$ cat src/rtl/mem_arbiter.sv
// Round-robin arbiter sharing one single-port memory between instruction fetch (I)
// and load/store (D) requesters; one access per grant, registered data, one-cycle ack.
module mem_arbiter #(
  parameter int ADDR_WIDTH = 32,
  parameter int DATA_WIDTH = 32
) (
  input  logic                  clk,
  input  logic                  reset,
  input  logic                  i_req,
  input  logic [ADDR_WIDTH-1:0] i_addr,
  output logic                  i_ack,
  output logic [DATA_WIDTH-1:0] i_rdata,
  input  logic                  d_req,
  input  logic                  d_we,
  input  logic [ADDR_WIDTH-1:0] d_addr,
  input  logic [DATA_WIDTH-1:0] d_wdata,
  output logic                  d_ack,
  output logic [DATA_WIDTH-1:0] d_rdata,
  output logic [ADDR_WIDTH-1:0] mem_address,
  output logic [DATA_WIDTH-1:0] mem_write_data,
  output logic                  mem_write,
  input  logic [DATA_WIDTH-1:0] mem_read_data
);

  typedef enum logic [1:0] {
    IDLE   = 2'd0,
    ACCESS = 2'd1,
    RESP   = 2'd2
  } state_t;

  typedef enum logic {
    PORT_I = 1'b0,
    PORT_D = 1'b1
  } port_t;

  state_t                state_q,     state_d;
  port_t                 owner_q,     owner_d;
  port_t                 lastGrant_q, lastGrant_d;
  logic [ADDR_WIDTH-1:0] addr_q,      addr_d;
  logic [DATA_WIDTH-1:0] wdata_q,     wdata_d;
  logic                  we_q,        we_d;
  logic                  iAck_q,      iAck_d;
  logic                  dAck_q,      dAck_d;
  logic [DATA_WIDTH-1:0] iRdata_q,    iRdata_d;
  logic [DATA_WIDTH-1:0] dRdata_q,    dRdata_d;

  logic grantI;
  logic grantD;

  // On a tie the port that did not win last time is granted.
  always_comb begin
    grantI = i_req && (!d_req || (lastGrant_q == PORT_D));
    grantD = d_req && (!i_req || (lastGrant_q == PORT_I));
  end

  always_comb begin
    state_d     = state_q;
    owner_d     = owner_q;
    lastGrant_d = lastGrant_q;
    addr_d      = addr_q;
    wdata_d     = wdata_q;
    we_d        = we_q;
    iAck_d      = 1'b0;
    dAck_d      = 1'b0;
    iRdata_d    = iRdata_q;
    dRdata_d    = dRdata_q;

    unique case (state_q)
      IDLE: begin
        if (grantI) begin
          owner_d     = PORT_I;
          lastGrant_d = PORT_I;
          addr_d      = i_addr;
          we_d        = 1'b0;
          state_d     = ACCESS;
        end else if (grantD) begin
          owner_d     = PORT_D;
          lastGrant_d = PORT_D;
          addr_d      = d_addr;
          wdata_d     = d_wdata;
          we_d        = d_we;
          state_d     = ACCESS;
        end
      end
      ACCESS: begin
        // Read data is captured here so it is already stable during the ack cycle.
        if (!we_q) begin
          if (owner_q == PORT_I) begin
            iRdata_d = mem_read_data;
          end else begin
            dRdata_d = mem_read_data;
          end
        end
        iAck_d  = (owner_q == PORT_I);
        dAck_d  = (owner_q == PORT_D);
        state_d = RESP;
      end
      RESP: begin
        state_d = IDLE;
      end
      default: begin
        state_d = IDLE;
      end
    endcase
  end

  always_ff @(posedge clk) begin
    if (reset) begin
      state_q     <= IDLE;
      owner_q     <= PORT_I;
      lastGrant_q <= PORT_D;
      addr_q      <= '0;
      wdata_q     <= '0;
      we_q        <= 1'b0;
      iAck_q      <= 1'b0;
      dAck_q      <= 1'b0;
      iRdata_q    <= '0;
      dRdata_q    <= '0;
    end else begin
      state_q     <= state_d;
      owner_q     <= owner_d;
      lastGrant_q <= lastGrant_d;
      addr_q      <= addr_d;
      wdata_q     <= wdata_d;
      we_q        <= we_d;
      iAck_q      <= iAck_d;
      dAck_q      <= dAck_d;
      iRdata_q    <= iRdata_d;
      dRdata_q    <= dRdata_d;
    end
  end

  // Reset gates the write strobe so a store caught mid-access never lands.
  always_comb begin
    mem_address    = addr_q;
    mem_write_data = wdata_q;
    mem_write      = (state_q == ACCESS) && we_q && (owner_q == PORT_D) && !reset;
  end

  assign i_ack   = iAck_q;
  assign d_ack   = dAck_q;
  assign i_rdata = iRdata_q;
  assign d_rdata = dRdata_q;

endmodule

$ cat config.mk
export PLATFORM = sky130hd
export DESIGN_NAME = mem_arbiter
export DESIGN_NICKNAME = d
export VERILOG_FILES = /design/src/rtl/mem_arbiter.sv
export SDC_FILE = /design/constraint.sdc
export NUM_CORES = 1
export LEC_CHECK = 0
export CORE_UTILIZATION = 44
export CTS_CLUSTER_SIZE = 10
export DETAILED_ROUTE_END_ITERATION = 10
export GPL_TIMING_DRIVEN = 0
export PLACE_DENSITY_LB_ADDON = 0.08
export SYNTH_ARGS = -nofsm -noshare
export SYNTH_HDL_FRONTEND = slang
export SYNTH_SLANG_ARGS = --single-unit
$ cat constraint.sdc
create_clock -name clk -period 2.15 [get_ports clk]
set_input_delay 0.215 -clock clk [delete_from_list [all_inputs] [get_ports clk]]
set_output_delay 0.215 -clock clk [all_outputs]
set_load 0.05 [all_outputs]
# Yosys cells after proc, flatten, opt, wreduce, memory -nomap -nowiden
# Index checks and enable logic that the tools add are counted.
# word_totals
reg_bits	135
input_bits	133
word_cells	43
out_inout_bits	131
# classes
n_reduce_logical	17
n_eq_ne	2
n_mux	9
bitwise_logic	5
# op_table
cell	count
$mux W32	2
$reduce_and A3 Y1	3
$logic_and A1 B1 Y1	5
$not A1 Y1	5
$mux W1	4
$mux W2	2
$pmux W2 S2	1
$logic_not A1 Y1	3
$ne A3 B3 Y1 const B	1
$eq A2 B1 Y1 const B	1
$logic_not A2 Y1	1
$logic_or A1 B1 Y1	2
$reduce_and A2 Y1	1
$reduce_bool A2 Y1	1
$reduce_or A2 Y1	1

# Logic depth before layout (Yosys ltp)
# logic_depth
depth_word	6
depth_mapped	7
ltp_nobuf	3

# Worst setup path before layout
# OpenSTA, ideal clock, no wires.
# synth_timing
path_type	reg2reg
start	register state_q[1]
end	register iRdata_q[10], in the netlist i_rdata[10]
arrival_time_ps	1294
stages_incl_launch_ff	7
synth_period_minus_slack_ps	1427
setup_ps	132
required_ps	2018
path_buffers	3
slack_ps	723
cell_sequence	dfxtp_1 buf_2 or4b_1 clkbuf_1 buf_2 nand2_1 a21oi_1
# synth_between
elab_chain_cells	2
# synth_lines
item	line_no	rtl
from (decl)	36	state_t state_q, state_d;
from (signal assigned)	120	state_q <= state_d;
$eq A2 B1 Y1	68	unique case (state_q)
$reduce_and A3 Y1 (no source line)	--	
to (signal assigned)	128	iRdata_q <= iRdata_d;
to (decl)	44	logic [DATA_WIDTH-1:0] iRdata_q, iRdata_d;
# No other way between the ends.
# A chain may end at the register's enable or synchronous reset.

# Final worst setup path
# layout_timing
start	register state_q[0]
end	output port mem_write
# layout_between
elab_chain_cells	4
# layout_lines
item	line_no	rtl
$eq A2 B1 Y1	137	mem_write = (state_q == ACCESS) && we_q && (owner_q == PORT_D) && !reset;
$logic_and A1 B1 Y1 (3 in series)	137	
to (decl)	21	output logic mem_write,
# No other way between the ends.

==> flow_summary_export.csv <==
group,metric,value,unit
timing,hold_viol,0,
global_routing,grt_use_total,0.274,
worst_setup_path,required,1.93,ns
global_routing,grt_first_pass_wirelength,27700,µm
die,ios,264,
pwr,swShare,0.292,
logic_synthesis,ys_ff_latch,135,
global_routing,antenna_found_initial,0,
die,dieArea,12800,µm²
timing,fin_crit,1.92,ns
clocking,clkTransAtPathRegs,0.06,ns
clocking,htreeDepth,4,
clocking,numCtsBuffers,17,
placement,hpwlAfterDp,13000,µm
detailed_routing,dr.pass1.iters,5,
final_layout,nets,1057,
run_status,status,"complete, no violations",
logic_synthesis,synth_fp_nets,778,
logic_synthesis,syn_area,5440,µm²
detailed_routing,vias,5872,
timing,finalCritPeriodShare,0.893,
clocking,root_buffer,"clkbuf_16",
detailed_routing,first_iter_violations,549,
detailed_routing,ant_nets,0,
logic_synthesis,yosysUniqueCellTypes,31,
global_routing,grt_max_degree,17,
logic_synthesis,ys_top_cells_by_area,"dfxtp_1 50%, a21oi_1 12%, nand2_1 8.9%",
worst_setup_path,crit_buf_inv,1,
worst_setup_path,crit_type,"reg2out",
flow_run,drv_cap,0,
die,rows,40,
pwr,p_leak,0.00309,µW
min_path,hold_end,"mem_write_data[0]$_SDFFE_PP0P_",
placement,port_buffers,260,
logic_synthesis,synth-edff-count,0,
timing,tightest_slew,0.718,ns
logic_synthesis,yosys_most_used_dff,"dfxtp_1",
final_layout,finish.utilization,0.741,
detailed_routing,drcViolationCount,0,
global_routing,grt_pass1_vias,5650,
placement,place_inst,1052,
timing,fin_skew,0.00903,ns
worst_setup_path,reg2reg_to,"mem_address[15]$_SDFFE_PP0P_",
detailed_routing,routedWlPerCell,16.4,µm
logic_synthesis,ys_seq_area_frac,0.497,
pwr,p_sw,2270,µW
worst_setup_path,r2r_slack,0.42,ns
pwr,clockPowerShare,0.412,
logic_synthesis,yosysTopAreaCell,"dfxtp_1",
final_layout,n_antenna_cell,0,
worst_setup_path,r2r_start,"state_q[1]$_SDFFE_PP0P_",
logic_synthesis,async_reset_ff_frac,0,
timing,layout_setup_ws,0.230,ns
logic_synthesis,synth.avg_cell_area,8.43,µm²
placement,place_ws,0.116,ns
final_layout,syn2layout_area_growth,63.5,%
final_layout,layout.cells.non_filler,1084,
clocking,cts_setup_buffers,0,
worst_setup_path,arrival,1.70,ns
pwr,p_comb_frac,0.233,
worst_setup_path,cp_max_fo,8,
min_path,hold_depth,3,
pwr,power_density,876,nW/µm²
logic_synthesis,ys_warn_count,0,
worst_setup_path,critPathLaunchType,"flop",
logic_synthesis,synth_top_area_share,0.497,
min_path,hold_path_class,"in2reg",
global_routing,grt.overflow.total,0,
worst_setup_path,cp_cell_sequence,"nor3b_2, and3_1, clkdlybuf4s15_2",
timing,rsz0062_at_grt,"false",
detailed_routing,vias_per_cell,5.42,
clocking,cts_sinks,135,
die,core,12000,µm²
worst_setup_path,cp-end-kind,"output port",
clocking,cts_tree,"built",
clocking,clockBufferDepth,2,
worst_setup_path,path_delay_family,"flip-flops",
worst_setup_path,cp_slowest_cell,"dfxtp_1",
min_path,hp-start,"d_req",
timing,final_max_slew_viol_count,0,
final_layout,n_fill_cell,891,
clocking,clk_latency,0.41,ns
clocking,cts_hold_buffers,0,
timing,fmax,521,MHz
detailed_routing,routed_wl,17800,µm
timing,setup_viol,0,
final_layout,drive_gt1_frac,0.0971,
placement,place.gp.congestion,0.855,
timing,maxSlewHeadroom,0.521,
logic_synthesis,synthCells,645,
timing,tns,0,ns
die,start_util,0.453,
pwr,seqPwrFrac,0.355,
pwr,p_int,5520,µW
pwr,ir_drop,0.000547,V
die,die_x,113,µm
worst_setup_path,reg2reg_depth,5,
die,die_y,113,µm
worst_setup_path,max_stage_delay,0.47,ns
cells by family (layout without fill, tap and decap cells):
family	Yosys count	in the layout	synth area share
AO/OA/AOI/OAI	230	230	0.273
AND/OR/NAND/NOR	209	209	0.170
buffers and inverters	71	363	0.0603
flip-flops	135	135	0.497
worst max-delay path by stage:
stage,startpoint,endpoint,slack (ns),depth (start not counted)
finish,state_q[0]$_SDFFE_PP0P_,mem_write,0.23,3
global route,state_q[0]$_SDFFE_PP0P_,mem_write,0.09,3
CTS,state_q[0]$_SDFFE_PP0P_,mem_write,0.12,3
detailed placement,state_q[0]$_SDFFE_PP0P_,mem_write,0.12,3
global placement,state_q[0]$_SDFFE_PP0P_,mem_write,0.12,3
floorplan,state_q[1]$_SDFFE_PP0P_,i_rdata[10]$_SDFFE_PP0P_,0.72,6
placed cells by master, fill, tap and decap left out, types with 16 or more instances in the layout:
master / instances
dfxtp_1: 135
a311oi_2: 30
o21ai_0: 64
clkbuf_1: 46
a21oi_1: 128
nand2_1: 129
buf_2: 16
nand3_1: 64
clkdlybuf4s50_1: 259
clkbuf_16: 17
synth_stat cells, types with 2 or more instances:
cell      instances
nand3_1          64
a311oi_1          2
clkbuf_1         46
a21oi_1         128
inv_1             2
nor2_1            2
dfxtp_1         135
a211o_1           2
a311oi_2         30
o21ai_0          64
nor2b_1           3
buf_6             5
nand2_1         129
buf_2            16
worst reg2reg max path: stages (launching register included):
cell,delay [ns]
dfxtp_1,0.29
buf_2,0.16
nor2_2,0.30
clkbuf_1,0.43
a21oi_1,0.18
a311oi_2,0.29
flip-flops by register name (all words and copies together) (netlist names):
name / count
d_ack: 1
i_rdata: 32
mem_address: 32
state_q: 2
owner_q: 1
we_q: 1
i_ack: 1
d_rdata: 32
lastGrant_q: 1
mem_write_data: 32
layer usage:
layer / track usage / up-vias / wire length [µm]
met3: 0.0728 / 30 / 1320
li1: - / 2829 / -
met1: 0.315 / 2738 / 7030
met2: 0.482 / 275 / 9080
met4: 0.115 / 0 / 365
met5: 0 / - / 0
power groups by stage:
stage | Clock (µW) | Combinational (µW) | Sequential (µW)
5_1_grt | 3350 | 1920 | 2780
2_1_floorplan | 0 | 551 | 3350
3_3_place_gp | 0 | 1780 | 2810
6_report | 3210 | 1820 | 2770
4_1_cts | 3240 | 1810 | 2770
3_5_place_dp | 0 | 1800 | 2820
metrics by stage:
| stage | power (µW) | area, µm² | hold slack [ns] |
|---|---|---|---|
| 6_report | 7790 | 8890 | 0.114 |
| 3_3_place_gp | 4580 | 8230 | 0.441 |
| 2_1_floorplan | 3900 | 5440 | 0.351 |
| 3_5_place_dp | 4620 | 8230 | 0.448 |
| 4_1_cts | 7820 | 8890 | 0.106 |
| 5_1_grt | 8060 | 8890 | 0.126 |
layout make-up:
cell class	count	area, µm²	area share
Clock buffer	20	467	0.0525
Timing Repair Buffer	260	2600	0.293
Multi-Input combinational cell	439	2410	0.271
Sequential cell	135	2700	0.304
Buffer	68	317	0.0356
Clock inverter	12	196	0.0221
Inverter	3	11.3	0.00127
Tap cell	147	184	0.0207
timing repair:
| action | CTS | global route |
|---|---|---|
| pin swaps | 0 | 0 |
| gates resized for setup | 3 | 1 |
| setup endpoints to repair | 1 | 1 |
Note: power is estimated with default switching activity, not from simulation.
